**src/rtl/inst_fetch_queue.sv**
```systemverilog
// rtl/inst_fetch_queue.sv - instruction fetch unit with a 2-entry {pc, word} queue
module inst_fetch_queue #(
  parameter int WORD_SIZE = 16,
  parameter int DEPTH     = 2
) (
  input  logic                 clk,
  input  logic                 reset_n,
  output logic                 readM1,
  output logic [WORD_SIZE-1:0] address1,
  input  logic [WORD_SIZE-1:0] data1,
  input  logic                 mem_ready,
  input  logic                 redirect,
  input  logic [WORD_SIZE-1:0] redirect_pc,
  input  logic                 halt,
  input  logic                 id_stall,
  output logic                 inst_valid,
  output logic [WORD_SIZE-1:0] inst,
  output logic [WORD_SIZE-1:0] inst_pc,
  output logic [WORD_SIZE-1:0] fetch_count
);

  typedef enum logic [1:0] {IDLE, FETCH, FULL, HALT} state_t;

  localparam logic [1:0] QCAP = 2'(DEPTH);

  state_t               state;
  state_t               state_nxt;
  logic [WORD_SIZE-1:0] fpc;
  logic [1:0]           count;
  logic [1:0]           count_nxt;
  logic                 rd_ptr;
  logic                 wr_ptr;
  logic [WORD_SIZE-1:0] pc_mem   [2];
  logic [WORD_SIZE-1:0] word_mem [2];
  logic                 accept;
  logic                 pop;

  // A redirect kills any same-cycle response: it belongs to the old stream.
  assign accept     = readM1 && mem_ready && (count != QCAP) && !redirect;
  assign pop        = inst_valid && !id_stall;
  assign inst_valid = (count != 2'd0);
  assign inst       = inst_valid ? word_mem[rd_ptr] : '0;
  assign inst_pc    = inst_valid ? pc_mem[rd_ptr] : '0;
  assign address1   = fpc;

  always_comb begin
    count_nxt = count;
    if (redirect) begin
      count_nxt = 2'd0;
    end else begin
      case ({accept, pop})
        2'b10:   count_nxt = count + 2'd1;
        2'b01:   count_nxt = count - 2'd1;
        default: count_nxt = count;
      endcase
    end
  end

  always_comb begin
    state_nxt = state;
    case (state)
      IDLE:  state_nxt = FETCH;
      FETCH: begin
        if (redirect)                state_nxt = FETCH;
        else if (halt)               state_nxt = HALT;
        else if (count_nxt == QCAP)  state_nxt = FULL;
        else                         state_nxt = FETCH;
      end
      FULL: begin
        if (redirect)                state_nxt = FETCH;
        else if (halt)               state_nxt = HALT;
        else if (pop)                state_nxt = FETCH;
        else                         state_nxt = FULL;
      end
      HALT: begin
        if (redirect)                state_nxt = FETCH;
        else                         state_nxt = HALT;
      end
      default:                       state_nxt = IDLE;
    endcase
  end

  always_ff @(posedge clk or negedge reset_n) begin
    if (!reset_n) begin
      state       <= IDLE;
      readM1      <= 1'b0;
      fpc         <= '0;
      count       <= 2'd0;
      rd_ptr      <= 1'b0;
      wr_ptr      <= 1'b0;
      fetch_count <= '0;
      for (int i = 0; i < 2; i++) begin
        pc_mem[i]   <= '0;
        word_mem[i] <= '0;
      end
    end else begin
      state  <= state_nxt;
      readM1 <= (state_nxt == FETCH);
      count  <= count_nxt;
      if (pop) begin
        fetch_count <= fetch_count + WORD_SIZE'(1);
        rd_ptr      <= ~rd_ptr;
      end
      if (accept) begin
        pc_mem[wr_ptr]   <= fpc;
        word_mem[wr_ptr] <= data1;
        wr_ptr           <= ~wr_ptr;
        fpc              <= fpc + WORD_SIZE'(1);
      end
      if (redirect) begin
        fpc    <= redirect_pc;
        rd_ptr <= 1'b0;
        wr_ptr <= 1'b0;
      end
    end
  end

endmodule

```
**config.mk**
```make
export PLATFORM = sky130hd
export DESIGN_NAME = inst_fetch_queue
export DESIGN_NICKNAME = d
export VERILOG_FILES = /design/src/rtl/inst_fetch_queue.sv
export SDC_FILE = /design/constraint.sdc
export NUM_CORES = 1
export LEC_CHECK = 0
export CAP_MARGIN = 20
export CORE_MARGIN = 2
export CORE_UTILIZATION = 45
export CTS_CLUSTER_SIZE = 30
export DETAILED_ROUTE_END_ITERATION = 10
export GPL_TIMING_DRIVEN = 0
export PLACE_DENSITY = 0.72
export SYNTH_ARGS = -nofsm -noshare
export SYNTH_HDL_FRONTEND = slang
export SYNTH_SLANG_ARGS = --single-unit
```
**constraint.sdc**
```tcl
create_clock -name clk -period 4 [get_ports clk]
set_input_delay 0.8 -clock clk [delete_from_list [all_inputs] [get_ports clk]]
set_output_delay 0.8 -clock clk [all_outputs]
set_load 0.02 [all_outputs]
```
Word-level counts from Yosys, hierarchy flattened
Index checks and enable logic that the tools add are counted.
W data, S select, Z words.

storage, ports and cells
  flip-flop bits (word level) = 103
  bits in latches = 0
  RAM bits = 0
  bits in read-only memories = 0
  input port bits = 38
  memories = 0

cells by class
  add/sub/neg operators = 4
  multipliers = 0
  div/mod/pow operators = 0
  magnitude comparators = 3
  eq/ne operators = 8
  shift-type cells = 0
  mux-type cells = 28
  bitwise gates (word level) = 4
  reduce and logical (&&, ||, !) cells = 11

operator list
  cell                     count
  $mux W16                 11
  $bwmux W32               2
  $add A16 B1 Y16 const B  2
  $demux W16 S1            1
  $mux W2                  8
  $eq A2 B2 Y1 const B     4
  $pmux W2 S4              1
  $eq A2 B1 Y1 const B     3
  $reduce_bool A2 Y1       3
  $logic_and A1 B1 Y1      5
  $ge A2 B2 Y1 const B     2
  $mux W1                  4
  $not A1 Y2               2
  $pmux W2 S2              1
  $add A2 B1 Y2 const B    1
  $logic_not A1 Y1         2
  $logic_not A2 Y1         1
  $lt A2 B1 Y1 const B     1
  $ne A2 B2 Y1 const B     1
  $not A1 Y1               2
  $sub A2 B1 Y2 const B    1

Logic depth before layout (Yosys ltp)
Gate-level depths: netlist of run 1.

  word-level depth = 12
  mapped depth = 8
  depth with buffers taken out = 7

Least setup slack after synthesis of run 1
No wires, ideal clock.

  path kind = input-to-reg
  start point = input port redirect
  end point = register state[1]
  setup time = 0.124 ns
  arrival = 2.310 ns
  required time = 3.876 ns
  path slack = 1.566 ns
  stages on the path = 7
  path buffers = 1
  cells stage by stage = clkbuf_1 -> or3_1 -> ha_1 -> nand3b_1 -> o21ai_0 -> a32o_1 -> o31a_1

on the way
  cells in the longest elaborated chain, start to end = 10
  elaborated cells between the ends (all ways) = 13
  those cells by class = eq/ne: 3; mux: 8; reduce/logical: 2

RTL lines
  what                                                 RTL line  RTL
  from (decl)                                          12        input logic redirect,
  $logic_not A1 Y1                                     39        assign accept = readM1 && mem_ready && (count != QCAP) && !redirect;
  $logic_and A1 B1 Y1                                  39
  $eq A2 B1 Y1 / $eq A2 B2 Y1 (equally long branches)  51        case ({accept, pop})
  $pmux W2 S2                                          51
  $mux W2                                              48        if (redirect) begin
  $eq A2 B2 Y1                                         66        else if (count_nxt == QCAP) state_nxt = FULL;
  $mux W2                                              66
  $mux W2                                              65        else if (halt) state_nxt = HALT;
  $mux W2                                              64        if (redirect) state_nxt = FETCH;
  $pmux W2 S4 (*)                                      61        case (state)
  via state_nxt[1]                                     27        state_t state_nxt;
  to (signal assigned)                                 97        state <= state_nxt;
  to (decl)                                            26        state_t state;

Mark *: on every way through the listed nets, which the timed path passes. The rest lies on a longest branch.
A chain may end at the register's enable or synchronous reset.

Worst setup path after layout of run 1
  start point = register rd_ptr
  end point = output port inst_pc[10]

on the way
  cells in the longest elaborated chain, start to end = 5

RTL lines
  what                                          RTL line  RTL
  from (decl)                                   31        logic rd_ptr;
  from (signal assigned)                        102       rd_ptr <= ~rd_ptr;
  $not A1 Y2 (implied by the code)              43        assign inst_pc = inst_valid ? pc_mem[rd_ptr] : '0;
  $mux W16 (implied by the code) (3 in series)  43
  $mux W16                                      43
  to (decl)                                     18        output logic [WORD_SIZE-1:0] inst_pc,

No other way between the ends. The select of a mux whose other input is x is not followed.

==> flow_metrics.tcl, run 1 <==
set metrics [dict create \
    status "finished, final reports clean" \
    ant_nets 0 \
    power.net_switching_w 0.001312 \
    finalSetupViolations 0 \
    place_congestion 0.8067 \
    ys_warn_count 0 \
    p_int_w 0.002553 \
    clk_pin_slew_worst_paths_ns 0.09 \
    dpl.hpwl_um 7408 \
    path_buf_inv 3 \
    synth_edf_count 0 \
    syn-cell-area_um2 4798 \
    comb_power_share 0.401 \
    post_cts_buffers 0 \
    ff_latch_area_um2 2577 \
    vias_per_cell 5.238 \
    cts_tree "built" \
    grt_max_degree 54 \
    drive_gt1_frac 0.1686 \
    power_leakage_nw 2.542 \
    die_area_um2 11500 \
    slowest_delay_ns 0.65 \
    clockPowerShare 0.179 \
    critPathKind "reg2out" \
    synth_fp_nets 451 \
    critical_path_depth 5 \
    cpMostUsedCell "clkbuf_1" \
    first_pass_iters 5 \
    grt_pass1_vias 3469 \
    worstPathMaxFanout 10 \
    p_per_area_nw_per_um2 620.9 \
    portBuffers 102 \
    reg2reg_depth 8 \
    synthCells 410 \
    worstSetupEndpointType "primary output" \
    ys_types 36 \
    final_nets 565 \
    drv_cap 0 \
    htree_levels 3 \
    wl_per_cell_um 15.64 \
    tns_ns 0 \
    ir_worst_vdd_v 0.0003794 \
    period_needed_ns 3.393 \
    io_pins 104 \
    grt_overflow 0 \
    drt_iter0_markers 117 \
    critPathRequiredTime_ns 3.20 \
    cp_cell_sequence "clkbuf_1 > clkbuf_1 > mux2i_1 > nor2_1 > clkdlybuf4s50_1" \
    power_w 0.003865 \
    rsz0062_at_grt "no" \
    synth_flop_cell "dfrtp_1" \
    syn_to_final_growth_pct 29.73 \
    antenna_cells 0 \
    syn_avg_cell_area_um2 11.70 \
    grtUsageTotal 0.1872 \
    drv_slew 0 \
    coreArea_um2 10320 \
    drt-total-wl_um 10380 \
    via_count 3478 \
    drc_errors 0 \
    cts_buffer_depth 2 \
    die_y_um 107.3 \
    hold_viol_final 0 \
    std_cell_rows 37 \
    power_frac_seq 0.419 \
    postCtsHoldBufs 0 \
    synthArstFlopShare 1.000 \
    arrival_ns 2.59 \
    antenna_found_initial 0 \
    skew_ns 0.01573 \
    multi_input_area_um2 2087 \
    relSlewSlack 0.4676 \
    yosysSeqAreaShare 0.5372 \
    grt_pass1_wl_um 17020 \
    tightestPinTransition_ns 0.7985 \
    fp.dieW_um 107.3 \
    cpMaxStageDelayCell "clkbuf_1" \
    cts.sinks 103 \
    fmax_ghz 0.2947 \
    n_fill_cell 866 \
    yosys_register_bits 103 \
    clk_latency_ns 0.35 \
    period_share 0.8483 \
    ctsResizeCount 0 \
    cp_top_family "buffers and inverters" \
    hold_ws_ns 0.4690 \
    start_util 0.4648 \
    critPathLaunchType "register" \
    worstHoldPathType "in2async" \
    p_sw_frac 0.3394 \
    cts_buffers 9 \
    root_buffer "clkbuf_8" \
]
-- per-layer routing --
layer	up-vias	routed length, um	GRT usage
met5	-	0	0
met4	0	84	0.05102
met3	8	491	0.02966
met2	90	4859	0.3088
met1	1709	4948	0.2577
li1	1671	-	-
-- area by class of cell --
| cell class | count | share of cell area |
|---|---|---|
| Sequential cell | 103 | 0.4141 |
| Clock buffer | 10 | 0.02050 |
| Inverter | 10 | 0.006030 |
| Multi-Input combinational cell | 275 | 0.3353 |
| Tap cell | 136 | 0.02734 |
| Timing Repair Buffer | 103 | 0.1680 |
| Clock inverter | 5 | 0.01327 |
| Buffer | 22 | 0.01548 |
-- registers in the layout (all words and copies together) (netlist names) --
signal,cells
address1,16
count,2
fetch_count,16
pc_mem,32
rd_ptr,1
readM1,1
state,2
word_mem,32
wr_ptr,1
-- metrics by stage --
step | utilization | instances | cell area [um2] | worst slack [ns]
floorplan | - | 410 | 4798 | 1.566
global placement | 0.5802 | 648 | 5989 | -1.592
detailed placement | 0.5826 | 649 | 6015 | 0.9269
CTS | 0.6030 | 664 | 6225 | 0.5672
global route | 0.6030 | 664 | 6225 | 0.4119
finish | 0.6030 | 664 | 6225 | 0.6067
-- cell families (layout without fill, tap and decap cells) --
group / after synthesis / count (layout) / share of synthesized area
muxes: 98 / 98 / 0.2214
buffers and inverters: 32 / 150 / 0.02790
DFF: 103 / 103 / 0.5372
AOI/OAI and AO/OA: 35 / 35 / 0.04641
and+or+nand+nor: 114 / 114 / 0.1137
xor gates and xnor gates: 25 / 25 / 0.04563
adders and majority gates: 3 / 3 / 0.007824
-- power by group through the flow --
stage / clock network (W) / registers, W / logic (W)
finish: 0.000693 / 0.00162 / 0.00155
global route: 0.000751 / 0.00167 / 0.00169
CTS: 0.000710 / 0.00162 / 0.00157
detailed placement: 0 / 0.00164 / 0.00157
global placement: 0 / 0.00162 / 0.00153
floorplan: 0 / 0.00163 / 0.000954
-- placed cells by master (no fill, tap or decap), drive strengths merged, types with 12 or more instances in the layout --
| cell | n |
|---|---|
| clkdlybuf4s50 | 101 |
| o21ai | 13 |
| nand2 | 19 |
| xnor2 | 13 |
| clkbuf | 23 |
| mux2 | 65 |
| mux2i | 33 |
| xor2 | 12 |
| nor2 | 49 |
| dfrtp | 103 |
-- final timing paths --
| check | start | to | slack (ns) |
|---|---|---|---|
| worst max-delay path | rd_ptr | inst_pc[10] | 0.61 |
| worst max register to register | count[0] | state[1] | 1.74 |
| worst min-delay path | reset_n | word_mem[10] | 0.47 |
| worst min register to register | fetch_count[15] | fetch_count[15] | 0.49 |
| max in group asynchronous | reset_n | address1[7] | 2.85 |
| min in group clk | fetch_count[15] | fetch_count[15] | 0.49 |
-- Yosys cell counts (all sizes together) (2+ instances only) --
library cell,instances,area [um2]
and3,2,12.51
a21oi,3,15.01
or3,6,37.54
nor4,7,43.79
o21ai,13,65.06
xnor2,13,113.9
mux2i,33,330.3
or4,6,45.04
nor3,5,25.02
clkbuf,13,48.80
ha,3,37.54
nand2,19,71.32
inv,9,33.78
nor2b,2,20.02
o31ai,6,45.04
xor2,12,105.1
a31oi,8,50.05
nand4,7,43.79
buf,9,47.55
dfrtp,103,2577
mux2,65,731.9
nand3,7,35.03
nor2,49,183.9
Power figures use the tool's default switching activity.
==> run 2: changes to the inputs <==
PLACE_DENSITY = 0.75   (was 0.72)
clock period = 2.8 ns   (was 4 ns; I/O delays follow)
==> flow_metrics.tcl, run 2 (synthesis gave the netlist of run 1 again) <==
set metrics [dict create \
    place_congestion 0.7690 \
    use_met1 0.2566 \
    vias_per_cell 5.283 \
    use_met3 0.03814 \
    rsz0062_at_grt "no" \
    first_pass_iters 4 \
    drv_slew 0 \
    hold_viol_final 0 \
    clk_pin_slew_worst_paths_ns 0.11 \
    relSlewSlack 0.6345 \
    drv_cap 0 \
    fmax_ghz 0.3772 \
    worstPathMaxFanout 10 \
    antenna_found_initial 0 \
    gr-max-usage-layer "met2" \
    critPathKind "reg2out" \
    via_count 3508 \
    die_y_um 107.3 \
    htree_levels 3 \
    coreArea_um2 10320 \
    skew_ns 0.01204 \
    dpl.hpwl_um 7479 \
    final_cell_mix "dfrtp_1, clkdlybuf4s50_1, mux2_2" \
    std_cell_rows 37 \
    drc_errors 0 \
    finalSetupViolations 0 \
    drive_gt1_frac 0.1856 \
    final_common_cell "dfrtp_1" \
    cts.sinks 103 \
    post_cts_buffers 0 \
    reg2reg_depth 8 \
    reg2reg_to "state[1]" \
    syn_to_final_growth_pct 30.12 \
    ant_nets 0 \
    drt_iter0_markers 113 \
    worstSetupEndpointType "primary output" \
    largestRegisters "pc_mem (32), word_mem (32)" \
    portBuffers 102 \
    io_pins 104 \
    tightestPinTransition_ns 0.5483 \
    ir_worst_vdd_v 0.0004865 \
    power_w 0.005533 \
    worstSetupStartpoint "rd_ptr" \
    drt-total-wl_um 10440 \
    postCtsHoldBufs 0 \
    cts_buffers 9 \
    grt_pass1_vias 3529 \
    grt_max_degree 64 \
    power_leakage_nw 2.561 \
    tns_ns 0 \
    cts_tree "built" \
    clk_latency_ns 0.36 \
    n_fill_cell 855 \
    gr-usage-met2 0.3119 \
    period_share 0.9468 \
    wl_per_cell_um 15.72 \
    die_area_um2 11500 \
    period_needed_ns 2.651 \
    cts_buffer_depth 2 \
    grt_pass1_wl_um 17300 \
    start_util 0.4648 \
    critPathLaunchType "register" \
    ctsResizeCount 10 \
    arrival_ns 2.09 \
    grt_overflow 0 \
    antenna_cells 0 \
    endpoint "inst_pc[11]" \
    critPathRequiredTime_ns 2.24 \
    grtUsageTotal 0.1903 \
    status "finished, final reports clean" \
    p_per_area_nw_per_um2 886.3 \
    root_buffer "clkbuf_8" \
    r2r_slack_ns 0.55 \
    fp.dieW_um 107.3 \
    timing.rr.start "count[0]" \
    worstHoldPathType "in2async" \
    final_nets 564 \
]
-- run 2: cell types whose count changed in the layout (fill, tap and decap cells not counted) --
cell	change
nor2_4	+1
clkbuf_2	+3
inv_8	+2
clkinv_2	-1
clkbuf_1	-8
bufinv_16	-1
clkbuf_4	+3
clkinv_4	-1
inv_6	+2
nor2_1	-1
clkinvlp_4	+1
-- run 2: critical path: stages (launching register included) --
cell and delay, ns:
dfrtp_1 0.53, clkbuf_4 0.34, mux2i_1 0.12, nor2_1 0.13, clkdlybuf4s50_1 0.62
-- run 2: how the worst min path moves through the flow --
stage                            to  cells after the start
floorplan               address1[0]                      0
global placement    fetch_count[15]                      1
detailed placement  fetch_count[15]                      1
CTS                     word_mem[9]                      1
global route           word_mem[25]                      1
finish                  word_mem[9]                      1
-- run 2: cell type report --
class | instances | area, um2 | area share
Multi-Input combinational cell | 275 | 2095 | 0.3355
Clock buffer | 9 | 123.9 | 0.01984
Tap cell | 136 | 170.2 | 0.02725
Buffer | 21 | 107.6 | 0.01723
Clock inverter | 7 | 86.33 | 0.01383
Sequential cell | 103 | 2577 | 0.4128
Timing Repair Buffer | 103 | 1046 | 0.1675
Inverter | 10 | 37.54 | 0.006012
-- run 2: through the flow --
step / cell area [um2] / cells / hold WS [ns] / util / setup slack, ns
after floorplan: 4798 / 410 / 0.2644 / - / 0.6062
after global placement: 5989 / 648 / 0.4599 / 0.5802 / -2.595
after detailed placement: 6015 / 649 / 0.4627 / 0.5826 / -0.04806
after CTS: 6242 / 665 / 0.1713 / 0.6047 / -0.001350
after global routing: 6243 / 664 / 0.1883 / 0.6048 / 0.02984
final: 6243 / 664 / 0.1616 / 0.6048 / 0.1490
-- run 2: power breakdown --
group,switching [W],internal (W),total [W]
clock network,0.000555,0.000436,0.000991
registers,0.000326,0.00200,0.00233
logic,0.00106,0.00116,0.00222
total,0.00194,0.00359,0.00553
-- run 2: routing by layer --
layer	share of wire	wire length (um)	vias to the layer above
met5	0	0	-
met4	0.013	140	0
met3	0.053	558	14
met2	0.48	5038	88
met1	0.45	4702	1740
li1	-	-	1666
==> run 3: changes to the inputs <==
CORE_MARGIN = not set   (was 2)
CTS_CLUSTER_DIAMETER = 80   (was not set)
==> flow_metrics.tcl, run 3 (synthesis gave the netlist of run 1 again) <==
set metrics [dict create \
    drt_iter0_markers 135 \
    clk_latency_ns 0.36 \
    grt_max_degree 76 \
    drive_gt1_frac 0.1856 \
    critPathRequiredTime_ns 2.24 \
    via_count 3493 \
    worstSetupEndpointType "primary output" \
    coreArea_um2 10320 \
    skew_ns 0.01487 \
    finalSetupViolations 0 \
    relSlewSlack 0.6531 \
    largestRegisters "pc_mem (32), word_mem (32)" \
    drv_slew 0 \
    drc_errors 0 \
    antenna_found_initial 0 \
    ff_latch_area_um2 2577 \
    htree_levels 3 \
    n_fill_cell 870 \
    vias_per_cell 5.261 \
    place_congestion 0.7506 \
    power_w 0.005442 \
    cts_tree "built" \
    first_pass_iters 4 \
    worstPathMaxFanout 10 \
    root_buffer "clkbuf_8" \
    portBuffers 102 \
    grt_overflow 0 \
    period_needed_ns 2.601 \
    fmax_ghz 0.3845 \
    period_share 0.9289 \
    dpl.hpwl_um 7500 \
    cts_buffer_depth 2 \
    cts_buffers 9 \
    std_cell_rows 37 \
    grtUsageTotal 0.1992 \
    io_pins 104 \
    multi_input_area_um2 2095 \
    final_nets 564 \
    rsz0062_at_grt "no" \
    antenna_cells 0 \
    worstHoldPathType "in2async" \
    final_common_cell "dfrtp_1" \
    p_per_area_nw_per_um2 874.5 \
    tightestPinTransition_ns 0.5204 \
    die_area_um2 11080 \
    grt_pass1_wl_um 17660 \
    syn_to_final_growth_pct 29.70 \
    power_leakage_nw 2.547 \
    die_y_um 105.3 \
    fp.dieW_um 105.3 \
    ant_nets 0 \
    cts.sinks 103 \
    ir_worst_vdd_v 0.0005107 \
    drv_cap 0 \
    drt-total-wl_um 10450 \
    hold_viol_final 0 \
    status "finished, final reports clean" \
    postCtsHoldBufs 0 \
    critPathKind "reg2out" \
    final_cell_mix "dfrtp_1, clkdlybuf4s50_1, mux2_2" \
    layout_setup_ws_ns 0.1990 \
    arrival_ns 2.04 \
    wl_per_cell_um 15.74 \
    post-place-ws_ns -0.03551 \
    reg2reg_depth 8 \
    start_util 0.4648 \
    clk_pin_slew_worst_paths_ns 0.11 \
    grt_pass1_vias 3664 \
    post_cts_buffers 0 \
    critPathLaunchType "register" \
]
==> run 3: cell types whose count changed in the layout (fill, tap and decap cells not counted) <==
cell,before,now
inv_6,3,0
clkinvlp_4,1,2
inv_8,2,3
clkinv_4,0,2
bufinv_16,1,0
==> run 3: through the flow <==
stage                     setup TNS (ns)  instance area (um2)  instances    util  hold WS (ns)
after global placement           -259.33                 5989        648  0.5802        0.4583
after detailed placement          -1.144                 6015        649  0.5826        0.4607
after global routing                   0                 6223        664  0.6028        0.1218
after CTS                              0                 6218        664  0.6024        0.1001
after floorplan                        0                 4798        410       -        0.2644
final                                  0                 6223        664  0.6028        0.1066
==> run 3: layout make-up <==
class                      instances  share of cell area
sequential                       103              0.4142
multi-input combinational        275              0.3366
timing repair buffer             103              0.1681
tap                              136             0.02734
clock buffer                       9             0.01990
buffer                            21             0.01729
clock inverter                     7             0.01066
inverter                          10            0.006031
==> run 3: final timing paths <==
path,to,slack (ns),start
setup reg to reg,state[1],0.55,count[0]
hold / removal,word_mem[26],0.11,reset_n
setup / recovery,inst_pc[11],0.20,rd_ptr
max in group asynchronous,fetch_count[1],1.99,reset_n
hold reg to reg,fetch_count[15],0.47,fetch_count[15]
min in group clk,fetch_count[15],0.47,fetch_count[15]
==> run 3: routing by layer <==
metal / vias to the layer above / share of wire / routed length (um) / track usage
li1: 1663 / - / - / -
met1: 1738 / 0.45 / 4750 / 0.2689
met2: 80 / 0.49 / 5139 / 0.3308
met3: 12 / 0.044 / 465 / 0.03463
met4: 0 / 0.0091 / 95 / 0.05634
met5: - / 0 / 0 / 0
==> run 3: worst max-delay path: stages (launching register included) <==
cell and delay (ns):
dfrtp_1 0.50, clkbuf_4 0.33, mux2i_1 0.10, nor2_1 0.14, clkdlybuf4s50_1 0.62
==> run 3: repair_timing <==
action / in CTS / in global routing
resized for setup: 10 / 1
gates cloned: 0 / 0
endpoints found under the setup margin: 30 / 30
==> run 3: report_power, final <==
part,total [W],internal (W),switching (W),leakage (nW)
Sequential,0.00233,0.00200,0.000327,1.25
Clock,0.000887,0.000345,0.000542,0.0914
Combinational,0.00223,0.00116,0.00107,1.21
